$ cat config.mk
export PLATFORM = sky130hd
export DESIGN_NAME = battle_turn_scheduler
export DESIGN_NICKNAME = d
export VERILOG_FILES = /design/src/rtl/battle_turn_scheduler.sv
export SDC_FILE = /design/constraint.sdc
export NUM_CORES = 1
export LEC_CHECK = 0
export CAP_MARGIN = 15
export CORE_MARGIN = 4
export CORE_UTILIZATION = 55
export CTS_CLUSTER_DIAMETER = 150
export CTS_CLUSTER_SIZE = 14
export DETAILED_ROUTE_END_ITERATION = 6
export PLACE_DENSITY = 0.92
export SLEW_MARGIN = 10
export SYNTH_ARGS = -nofsm -noshare
export SYNTH_HDL_FRONTEND = slang
export SYNTH_SLANG_ARGS = --single-unit
$ cat constraint.sdc
create_clock -name clk -period 3.2 [get_ports clk]
set_clock_uncertainty 0.05 [all_clocks]
set_input_delay 0.64 -clock clk [delete_from_list [all_inputs] [get_ports clk]]
set_output_delay 0.64 -clock clk [all_outputs]
set_load 0.1 [all_outputs]
$ cat src/rtl/battle_turn_scheduler.sv
// Turn sequencer for a two-Pokemon battle: orders attacks by speed, runs the
// req/ack handshake with a shared damage unit and applies saturating HP loss.
module battle_turn_scheduler #(
    parameter logic [3:0] HP_INIT = 4'd15
) (
    input  logic       clk,
    input  logic       reset_n,
    input  logic       p_valid,
    input  logic [1:0] p_move,
    input  logic [3:0] p_speed,
    input  logic       ai_valid,
    input  logic [1:0] ai_move,
    input  logic [3:0] ai_speed,
    output logic       in_ready,
    output logic       dmg_req,
    output logic       dmg_attacker,
    output logic [1:0] dmg_move,
    input  logic       dmg_ack,
    input  logic [3:0] dmg_value,
    output logic [3:0] p_hp,
    output logic [3:0] ai_hp,
    output logic       turn_done,
    output logic       victory,
    output logic       loss
);

    typedef enum logic [3:0] {
        IDLE, REQ1, APPLY1, CHECK1, REQ2, APPLY2, CHECK2, TURN_END, VICTORY, LOSS
    } state_t;

    state_t     state_q, state_d;
    logic [3:0] p_hp_q, p_hp_d, ai_hp_q, ai_hp_d;
    logic [3:0] p_speed_q, p_speed_d, ai_speed_q, ai_speed_d;
    logic [1:0] p_move_q, p_move_d, ai_move_q, ai_move_d;
    logic [3:0] dmg_q, dmg_d;
    logic       tie_pref_q, tie_pref_d;
    logic       first_att, cur_att, second_half;

    function automatic logic [3:0] sat_sub(input logic [3:0] hp, input logic [3:0] dmg);
        return (dmg >= hp) ? 4'd0 : hp - dmg;
    endfunction

    // tie_pref has already toggled at accept on a tie, so the turn's own tie winner is its inverse
    always_comb begin
        if (p_speed_q > ai_speed_q)      first_att = 1'b0;
        else if (p_speed_q < ai_speed_q) first_att = 1'b1;
        else                             first_att = ~tie_pref_q;
    end

    assign second_half = (state_q == REQ2) || (state_q == APPLY2) || (state_q == CHECK2);
    assign cur_att     = second_half ? ~first_att : first_att;

    always_ff @(posedge clk) begin
        if (!reset_n) begin
            state_q    <= IDLE;
            p_hp_q     <= HP_INIT;
            ai_hp_q    <= HP_INIT;
            tie_pref_q <= 1'b0;
            p_speed_q  <= '0;
            ai_speed_q <= '0;
            p_move_q   <= '0;
            ai_move_q  <= '0;
            dmg_q      <= '0;
        end else begin
            state_q    <= state_d;
            p_hp_q     <= p_hp_d;
            ai_hp_q    <= ai_hp_d;
            tie_pref_q <= tie_pref_d;
            p_speed_q  <= p_speed_d;
            ai_speed_q <= ai_speed_d;
            p_move_q   <= p_move_d;
            ai_move_q  <= ai_move_d;
            dmg_q      <= dmg_d;
        end
    end

    always_comb begin
        state_d    = state_q;
        p_hp_d     = p_hp_q;
        ai_hp_d    = ai_hp_q;
        tie_pref_d = tie_pref_q;
        p_speed_d  = p_speed_q;
        ai_speed_d = ai_speed_q;
        p_move_d   = p_move_q;
        ai_move_d  = ai_move_q;
        dmg_d      = dmg_q;
        case (state_q)
            IDLE: begin
                if (p_valid && ai_valid) begin
                    p_speed_d  = p_speed;
                    ai_speed_d = ai_speed;
                    p_move_d   = p_move;
                    ai_move_d  = ai_move;
                    if (p_speed == ai_speed) tie_pref_d = ~tie_pref_q;
                    state_d = REQ1;
                end
            end
            REQ1, REQ2: begin
                if (dmg_ack) begin
                    dmg_d   = dmg_value;
                    state_d = (state_q == REQ1) ? APPLY1 : APPLY2;
                end
            end
            APPLY1, APPLY2: begin
                if (cur_att) p_hp_d  = sat_sub(p_hp_q, dmg_q);
                else         ai_hp_d = sat_sub(ai_hp_q, dmg_q);
                state_d = (state_q == APPLY1) ? CHECK1 : CHECK2;
            end
            CHECK1, CHECK2: begin
                if (!cur_att && ai_hp_q == 4'd0)     state_d = VICTORY;
                else if (cur_att && p_hp_q == 4'd0)  state_d = LOSS;
                else if (state_q == CHECK1)          state_d = REQ2;
                else                                 state_d = TURN_END;
            end
            TURN_END: state_d = IDLE;
            default:  state_d = state_q;
        endcase
    end

    always_comb begin
        in_ready     = (state_q == IDLE);
        dmg_req      = (state_q == REQ1) || (state_q == REQ2);
        dmg_attacker = cur_att;
        dmg_move     = cur_att ? ai_move_q : p_move_q;
        turn_done    = (state_q == TURN_END);
        victory      = (state_q == VICTORY);
        loss         = (state_q == LOSS);
        p_hp         = p_hp_q;
        ai_hp        = ai_hp_q;
    end

endmodule

==> run metrics, run 1 <==
yosys synthesis warning count=0; Comb pwr share=69.5%; FMAX=320 MHz; total wire length=4.54 mm; TritonCTS clock tree=built; Seq cells post-synth=29; Cell Rows=20; post-layout util=77.1%; CP endpoint kind=output pin; Min Hold Slack=409 ps; pwr/cell area=1130 nW/um^2; most common cell in the synthesized netlist=nand2_1; Filler Cells Inserted=242; Finished Cell Area=2430 um^2; Final nets=308; clk_lat worst skew=350 ps; Final GP Congestion=0.867; area grow syn2layout=30.0%; Via Count=1,867; Sw Share=53.7%; cells after synthesis=233; Core Region=3150 um^2; antenna violations before repair=0; Worst Setup Start Kind=flop; vias per cell=5.87; vias in the first global route=1,713; Post-synth top flop=dfxtp_1; slew at the pin closest to its max-slew limit=548 ps; cell taking the most area after synthesis=dfxtp_1; max-capacitance violation count=0; met2 wire len=2.22 mm; Crit path largest cell delay=430 ps; Synth Cell Area=1870 um^2; Post-synth EDFFs=0; Final Setup Violations=0; Seq/Total Area, Yosys=31.1%; Fin Setup TNS=0 ps; Initial Util=59.3%; power share of the sequential group=18.9%; met3 WL=263 um; Clock Tree Root=clkbuf_4; Max-Slew Margin vs Limit=63.1%; CTS Buffer Depth=2; CTS Buf Count=5; Critical Path RT=2510 ps; I/O Pins=37; Reg area=582 um^2; Overall Global Routing Usage=22.2%; WL met1=1.95 mm; Mean Syn Cell Area=8.02 um^2; largest net degree at the start of global routing=21; post-synth top area share=31.1%; share of cells above drive strength 1=16.8%; Mapped Nets=268; die area=4400 um^2; initial DRC count=160; Fin. Hold Viols=0; DPL Wire Length=3.40 mm; Yosys cell types=52; slowest cell on the critical path=o211ai_1; total grt overflow=0; post-cts hold buffer count=0; Clock Power Share=11.6%; cells along the critical path=inv_1, ha_1, nor2b_1, o211ai_1, a21bo_2, nand2_4, mux2_4, buf_12; worst hold path class=flop to flop; Final period util=97.5%; Die Height=66.3 um; VDD IR-drop max=745 uV; Max Slew Vio Count=0; H-tree Lvls=2; arrival time of the worst setup path=2430 ps; Area contributors post-synth=dfxtp_1 (31%), nand2_1 (8.2%), ha_1 (8.0%); clk sinks=29; DRC violations left=0; Die Wd=66.3 um; Top Metal Used=met4; Switch Pwr=1.47 mW; Pwr Total=2.74 mW; Pint=1.27 mW; minimum clock period=3120 ps; routed len/inst=14.3 um; P_leak=0.929 nW; Post-synth ARST share=0%; DRT antenna net count=0; multi-input logic area=1230 um^2; port buffer count=36; CP max FO=4; drt first pass iters=4; status=finished clean; commonest cells in the netlist=nand2_1 (41), dfxtp_1 (29), a21oi_1 (21); n_diodes=0; Post-DP Area=2290 um^2; Crit Path Class=flop to output pin; Worst-path clk slew=80 ps; first-pass GRT wire length=7.36 mm
==> layer usage <==
metal  GRT usage, %  vias up
li1               -      914
met1           26.8      874
met2           35.4       66
met3           7.14       13
met4           10.2        0
met5              0        -
==> state kept, by name, summed over array words and instances, names as in the netlist <==
register / cells
ai_hp: 4
ai_speed_q: 4
dmg_q: 4
p_hp: 4
p_speed_q: 4
state_q: 4
ai_move_q: 2
p_move_q: 2
tie_pref_q: 1
==> worst max-delay path, delay by kind of cell, from the launching register on <==
family,cells,cell delay [ps]
buffers and inverters,2,210
adders and majority gates,1,290
and+or+nand+nor,2,220
AOI/OAI and AO/OA,2,710
DFF,1,330
muxes,1,320
==> worst paths after layout <==
path                                            startpoint  cells after the start                    endpoint  slack [ps]
worst min-delay path            ai_speed_q[1]$_SDFFE_PN0P_                      2  ai_speed_q[1]$_SDFFE_PN0P_         410
worst max-delay path            ai_speed_q[1]$_SDFFE_PN0P_                      8                 dmg_move[0]          80
worst max register to register  ai_speed_q[3]$_SDFFE_PN0P_                      7       ai_hp[2]$_SDFFE_PN1P_         900
worst min register to register  ai_speed_q[1]$_SDFFE_PN0P_                      2  ai_speed_q[1]$_SDFFE_PN0P_         410
==> per-stage QoR <==
step / setup WS, ps / cells
after floorplan: -13.2 / 233
after global placement: 415 / 307
after detailed placement: 358 / 307
after CTS: 11.2 / 315
after global routing: -27.6 / 318
final: 78.6 / 318
==> kinds of logic after synthesis <==
family | count (synthesis) | synth area share, %
AO/OA/AOI/OAI | 66 | 24.3
flip-flops | 29 | 31.1
XOR/XNOR | 7 | 3.28
buffers and inverters | 26 | 5.69
adder cells (fa/ha/maj) | 14 | 10.2
multiplexers | 5 | 2.94
AND/OR/NAND/NOR | 86 | 22.6
==> cells in the final DEF, fill, tap and decap left out, types with 3 or more instances in the layout <==
cell / instances
a21o_1: 4
clkdlybuf4s50_1: 20
buf_12: 3
a21oi_1: 21
xnor2_1: 5
dfxtp_1: 28
a21boi_0: 5
nand2b_1: 6
o21ai_0: 7
ha_1: 12
nand2_1: 40
nand3b_1: 3
clkbuf_4: 5
nor2_1: 7
nor2b_1: 3
inv_1: 15
buf_4: 21
nand3_1: 8
==> power groups by stage <==
| stage | logic, mW | clock network [mW] | registers, mW |
|---|---|---|---|
| 5_1_grt | 2.04 | 0.341 | 0.530 |
| 3_5_place_dp | 1.78 | 0 | 0.527 |
| 3_3_place_gp | 1.74 | 0 | 0.524 |
| 2_1_floorplan | 1.13 | 0 | 0.757 |
| 6_report | 1.91 | 0.318 | 0.517 |
| 4_1_cts | 1.79 | 0.322 | 0.518 |
==> cell type report <==
class / count / area share, %
Clock buffer: 7 / 2.27
Tap cell: 44 / 2.27
Timing Repair Buffer: 44 / 17.2
Clock inverter: 1 / 1.24
Inverter: 15 / 2.32
Sequential cell: 29 / 23.9
Multi-Input combinational cell: 178 / 50.8
==> repair_timing <==
item	in CTS	in global routing
buffers inserted	0	3
setup endpoints to repair	2	2
gates resized for setup	1	7
pin swaps	0	3
No activity file was read; power rests on OpenSTA's default activity.
==> inputs of run 2 (changes only) <==
--- a/config.mk
+++ b/config.mk
@@ -6,6 +6,7 @@
 export NUM_CORES = 1
 export LEC_CHECK = 0
 export CAP_MARGIN = 15
+export CORE_ASPECT_RATIO = 0.9
 export CORE_MARGIN = 4
 export CORE_UTILIZATION = 55
 export CTS_CLUSTER_DIAMETER = 150
==> run 2 against run 1 <==
Net effect: die area about the same; hold slack got worse by 3.6 ps; combinational power fell by 2%; largest power group unchanged.
==> run metrics, run 2 (synthesis gave the netlist of run 1 again) <==
status=finished clean; GR Util met3=7.47% (+0.33 points); dpl ws=330 ps (-28.9 ps); vias per cell=5.85 (-0.28%); post-layout util=76.9% (-0.17 points); Worst Setup Start Kind=flop; DPL Wire Length=3.35 mm (-1.4%); antenna violations before repair=0 (unchanged); VDD IR-drop max=780 uV (+4.7%); Hold Path Stages=2 (unchanged); total grt overflow=0 (unchanged); P_leak=0.936 nW (+0.75%); share of cells above drive strength 1=16.1% (-0.73 points); Final GP Congestion=0.899 (+3.7%); largest net degree at the start of global routing=21 (unchanged); Worst-path clk slew=60 ps (-20 ps); Max-Slew Margin vs Limit=59.2% (-3.9 points); TritonCTS clock tree=built; initial DRC count=182 (+14%); Die Wd=69.5 um (+4.8%); most frequent cells in the layout=nand2_1 (40), dfxtp_1 (29), a21oi_1 (21), buf_4 (21), clkdlybuf4s50_1 (20); CP endpoint kind=output pin; CTS Buf Count=5 (unchanged); grt met2 use=35.7% (+0.27 points); drt first pass iters=4 (unchanged); worst hold start=ai_speed_q[2]$_SDFFE_PN0P_; DRT antenna net count=0 (unchanged); most common cell after layout, fill and taps aside=nand2_1; Clock Tree Root=clkbuf_8; Most Crowded Layer GR=met2; R2R setup slack=780 ps (-120 ps); n_diodes=0 (unchanged); Cell Rows=19 (-5.0%); CP max FO=5 (+1); slew at the pin closest to its max-slew limit=607 ps (+58.3 ps); RSZ-0062 raised after global routing=no; DRC violations left=0 (unchanged); CTS Buffer Depth=2 (unchanged); worst hold path class=flop to flop; pwr/cell area=1150 nW/um^2 (+1.7%); routed len/inst=14.9 um (+4.1%); FMAX=325 MHz (+1.3%); clk sinks=29 (unchanged); Reg area=581 um^2 (-0.22%); Critical Path RT=2510 ps (about the same); arrival time of the worst setup path=2390 ps (-40 ps); final worst slack=119 ps (+40.9 ps); area grow syn2layout=30.1% (about the same); vias in the first global route=1,734 (+1.2%); Min Hold Slack=406 ps (-3.61 ps); slowest cell on the critical path=mux2_2; Crit Reg-Reg Endpoint=p_hp[0]$_SDFFE_PN1P_; max-capacitance violation count=0 (unchanged); minimum clock period=3080 ps (-40.9 ps); Max Slew Vio Count=0 (unchanged); Via Count=1,850 (-0.91%); Overall Global Routing Usage=21.7% (-0.47 points); I/O Pins=37 (unchanged); port buffer count=36 (unchanged); Die Height=63.3 um (-4.5%); cells along the critical path=inv_1, ha_1, and4b_1, a22oi_1, a21bo_2, nand2_2, mux2_2, buf_12; Fin. Hold Viols=0 (unchanged); worst r2r path cells=9 (+2); total wire length=4.70 mm (+3.4%); R2R Path Start=ai_speed_q[1]$_SDFFE_PN0P_; met1 usage=25.9% (-0.86 points); die area=4400 um^2 (about the same); clk_lat worst skew=290 ps (-60 ps); H-tree Lvls=2 (unchanged); Core Region=3160 um^2 (+0.28%); Filler Cells Inserted=240 (-0.83%); Final nets=308 (unchanged); post-cts hold buffer count=0 (unchanged); first-pass GRT wire length=7.62 mm (+3.6%); Crit Path Class=flop to output pin; multi-input logic area=1210 um^2 (-2.1%); Initial Util=59.1% (-0.16 points); Crit path largest cell delay=380 ps (-50 ps); Hold Path End=ai_speed_q[2]$_SDFFE_PN0P_; Final Setup Violations=0 (unchanged); Final period util=96.3% (-1.3 points)
-- run 2: cell counts in the layout (fill, tap and decap cells not counted) --
No cell type changed its count.
-- run 2: worst max-delay path by stage --
stage,start,cells past startpoint,to
3_3_place_gp,ai_speed_q[3]$_SDFFE_PN0P_,8,dmg_move[0]
5_1_grt,ai_speed_q[1]$_SDFFE_PN0P_,8,dmg_move[0]
6_report,ai_speed_q[3]$_SDFFE_PN0P_,8,dmg_move[0]
3_5_place_dp,ai_speed_q[3]$_SDFFE_PN0P_,8,dmg_move[1]
4_1_cts,ai_speed_q[1]$_SDFFE_PN0P_,8,dmg_move[0]
2_1_floorplan,state_q[2]$_SDFFE_PN0P_,5,tie_pref_q$_SDFFE_PN0P_
-- run 2: stage by stage --
step	instances	TNS [ps]	cell area, um^2	power, mW
3_3_place_gp	305	0	2280	2.26
4_1_cts	313	0	2410	2.72
5_1_grt	316	0	2430	2.93
3_5_place_dp	305	0	2280	2.30
6_report	316	0	2430	2.79
2_1_floorplan	233	-13.2	1890	1.89
-- run 2: where the power goes --
part	switching, mW	internal (mW)	leakage, nW
Clock	0.147	0.254	0.0585
Combinational	1.26	0.611	0.641
Sequential	0.0701	0.448	0.236
Total	1.48	1.31	0.936
-- run 2: metal layers --
metal	routed length, um	up-vias
met5	0	-
met4	93	0
met3	420	12
met2	2200	81
met1	1990	843
li1	-	914
-- run 2: worst max-delay path: cells and delay by family, from the launching register on --
kind / cells / cell delay [ps]
adders and majority gates: 1 / 310
and+or+nand+nor: 2 / 390
buffers and inverters: 2 / 220
muxes: 1 / 380
AOI/OAI and AO/OA: 2 / 460
DFF: 1 / 340
-- run 2: layout make-up --
type,count,share of cell area (%)
clock buffer,7,3.55
clock inverter,1,1.24
inverter,15,2.32
multi-input combinational,178,49.7
sequential,29,23.9
tap,42,2.16
timing repair buffer,44,17.2
-- run 2: timing repair --
action / in CTS / in global routing
pin swaps: 0 / 1
setup endpoints to repair: 2 / 2
gates resized for setup: 1 / 1
setup buffers: 0 / 3
==> inputs of run 3 (changes only) <==
--- a/config.mk
+++ b/config.mk
@@ -7,10 +7,9 @@
 export LEC_CHECK = 0
 export CAP_MARGIN = 15
 export CORE_ASPECT_RATIO = 0.9
-export CORE_MARGIN = 4
+export CORE_MARGIN = 2
 export CORE_UTILIZATION = 55
 export CTS_CLUSTER_DIAMETER = 150
-export CTS_CLUSTER_SIZE = 14
 export DETAILED_ROUTE_END_ITERATION = 6
 export PLACE_DENSITY = 0.92
 export SLEW_MARGIN = 10
==> run 3 against run 2 <==
Net effect: die area is 12% lower; cell area down 2.3%; critical endpoint unchanged; largest cell class unchanged; critical path depth is the same; via count is 0.70% lower; utilization down 5.0 points.
==> run metrics, run 3 (synthesis gave the netlist of run 1 again) <==
status=finished clean; Worst-path clk slew=50 ps (about the same); met3 WL=297 um (-29%); Overall Global Routing Usage=24.8% (+3.1 points); Initial Util=56.6% (-2.5 points); area grow syn2layout=27.0%; Max-Slew Margin vs Limit=66.2% (+6.9 points); Pint=1.18 mW (-9.8%); CTS Buf Count=5 (unchanged); share of cells above drive strength 1=14.4% (-1.7 points); Die Height=59.3 um (-6.3%); die area=3880 um^2 (-12%); CP endpoint kind=output pin; Sw Share=54.9% (+2.0 points); Clock Tree Root=clkbuf_8; RSZ-0062 raised after global routing=no; Reg area=581 um^2 (unchanged); vias in the first global route=1,684 (-2.9%); Max Slew Vio Count=0 (unchanged); total grt overflow=0 (unchanged); Clock Power Share=11.0% (-3.3 points); power share of the sequential group=19.8% (+1.2 points); clk_lat worst skew=290 ps (about the same); FMAX=328 MHz (+1.1%); P_leak=0.902 nW (-3.7%); DRT antenna net count=0 (unchanged); R2R setup slack=950 ps (+170 ps); CTS Buffer Depth=2 (unchanged); I/O Pins=37 (unchanged); Crit Path Class=flop to output pin; post-cts hold buffer count=0 (unchanged); DRC violations left=0 (unchanged); Post-CTS Resized=0 (-1); Post-CTS Setup Inserts=0 (unchanged); minimum clock period=3050 ps (-32.8 ps); Final GP Congestion=0.842 (-6.3%); Fin. Hold Viols=0 (unchanged); multi-input logic area=1210 um^2 (unchanged); VDD IR-drop max=769 uV (-1.4%); Final nets=305 (-0.97%); Comb pwr share=69.2% (+2.1 points); worst hold path class=flop to flop; post-layout util=71.9% (-5.0 points); TritonCTS clock tree=built; most frequent cells in the layout=nand2_1 (40), dfxtp_1 (29), a21oi_1 (21); antenna violations before repair=0 (unchanged); pwr/cell area=1110 nW/um^2 (-3.7%); Fin Setup TNS=0 ps (unchanged); routed len/inst=13.7 um (-7.6%); Worst Setup Start Kind=flop; H-tree Lvls=2 (unchanged); port buffer count=36 (unchanged); vias per cell=5.83 (-0.39%); Switch Pwr=1.44 mW (-2.4%); clk sinks=29 (unchanged); total wire length=4.33 mm (-7.9%); Core Region=3300 um^2 (+4.5%); arrival time of the worst setup path=2360 ps (-30 ps); n_diodes=0 (unchanged); Top Metal Used=met4; DPL Wire Length=3.26 mm (-2.8%); first-pass GRT wire length=7.31 mm (-4.0%); drt first pass iters=4 (unchanged); Filler Cells Inserted=285 (+19%); Via Count=1,837 (-0.70%); Die Wd=65.5 um (-5.8%); largest net degree at the start of global routing=21 (unchanged); most common cell after layout, fill and taps aside=nand2_1; Final Setup Violations=0 (unchanged); max-capacitance violation count=0 (unchanged); CP max FO=5 (unchanged); slew at the pin closest to its max-slew limit=503 ps (-104 ps); Pwr Total=2.62 mW (-5.9%); Critical Path RT=2510 ps (about the same); Cell Rows=20 (+1); met2 wire len=2.11 mm (-4.0%); WL met1=1.87 mm (-5.9%); initial DRC count=103 (-43%); Final period util=95.2% (-1.0 points)
==> run 3: cell types whose count changed in the layout (fill, tap and decap cells not counted) <==
cell,previous run,this run
buf_4,21,18
clkbuf_1,1,3
bufinv_16,1,0
clkbuf_8,6,5
==> run 3: worst paths after layout <==
path	startpoint	to	depth (start not counted)
min reg2reg	p_speed_q[0]$_SDFFE_PN0P_	p_speed_q[0]$_SDFFE_PN0P_	2
min	p_speed_q[0]$_SDFFE_PN0P_	p_speed_q[0]$_SDFFE_PN0P_	2
max	ai_speed_q[1]$_SDFFE_PN0P_	dmg_move[0]	8
max reg2reg	ai_speed_q[3]$_SDFFE_PN0P_	ai_hp[2]$_SDFFE_PN1P_	7
==> run 3: cell type report <==
class	instances	share of cell area, %
flip-flops and latches	29	24.4
clock buffers	8	3.37
well taps	44	2.32
inverters	15	2.37
repair buffers	41	16.6
multi-input cells	178	50.8
==> run 3: power groups by stage <==
stage | clock network, mW | registers, mW | logic (mW)
floorplan | 0 | 0.757 | 1.13
global placement | 0 | 0.526 | 1.74
detailed placement | 0 | 0.528 | 1.78
CTS | 0.291 | 0.520 | 1.79
global route | 0.312 | 0.535 | 1.94
finish | 0.288 | 0.521 | 1.82
==> run 3: per-layer routing <==
metal / global-route usage, % / up-vias
met4: 9.23 / 0
met3: 7.98 / 5
met2: 39.8 / 60
met1: 31.5 / 860
met5: 0 / -
li1: - / 912
==> run 3: critical path, cell delays in order (launching register included) <==
cell,delay [ps]
dfxtp_1,320
inv_1,40
ha_1,270
nor2b_1,130
o211ai_1,350
a31oi_2,220
nand2_2,170
mux2_2,380
buf_12,170
==> run 3: stage by stage <==
| stage | instances | setup WS [ps] | instance area, um^2 | hold WS [ps] |
|---|---|---|---|---|
| 6_report | 315 | 152 | 2370 | 408 |
| 5_1_grt | 315 | 19.6 | 2370 | 428 |
| 4_1_cts | 315 | 18.1 | 2370 | 412 |
| 3_5_place_dp | 307 | 343 | 2290 | 399 |
| 3_3_place_gp | 307 | 419 | 2290 | 392 |
| 2_1_floorplan | 233 | -13.2 | 1890 | 383 |
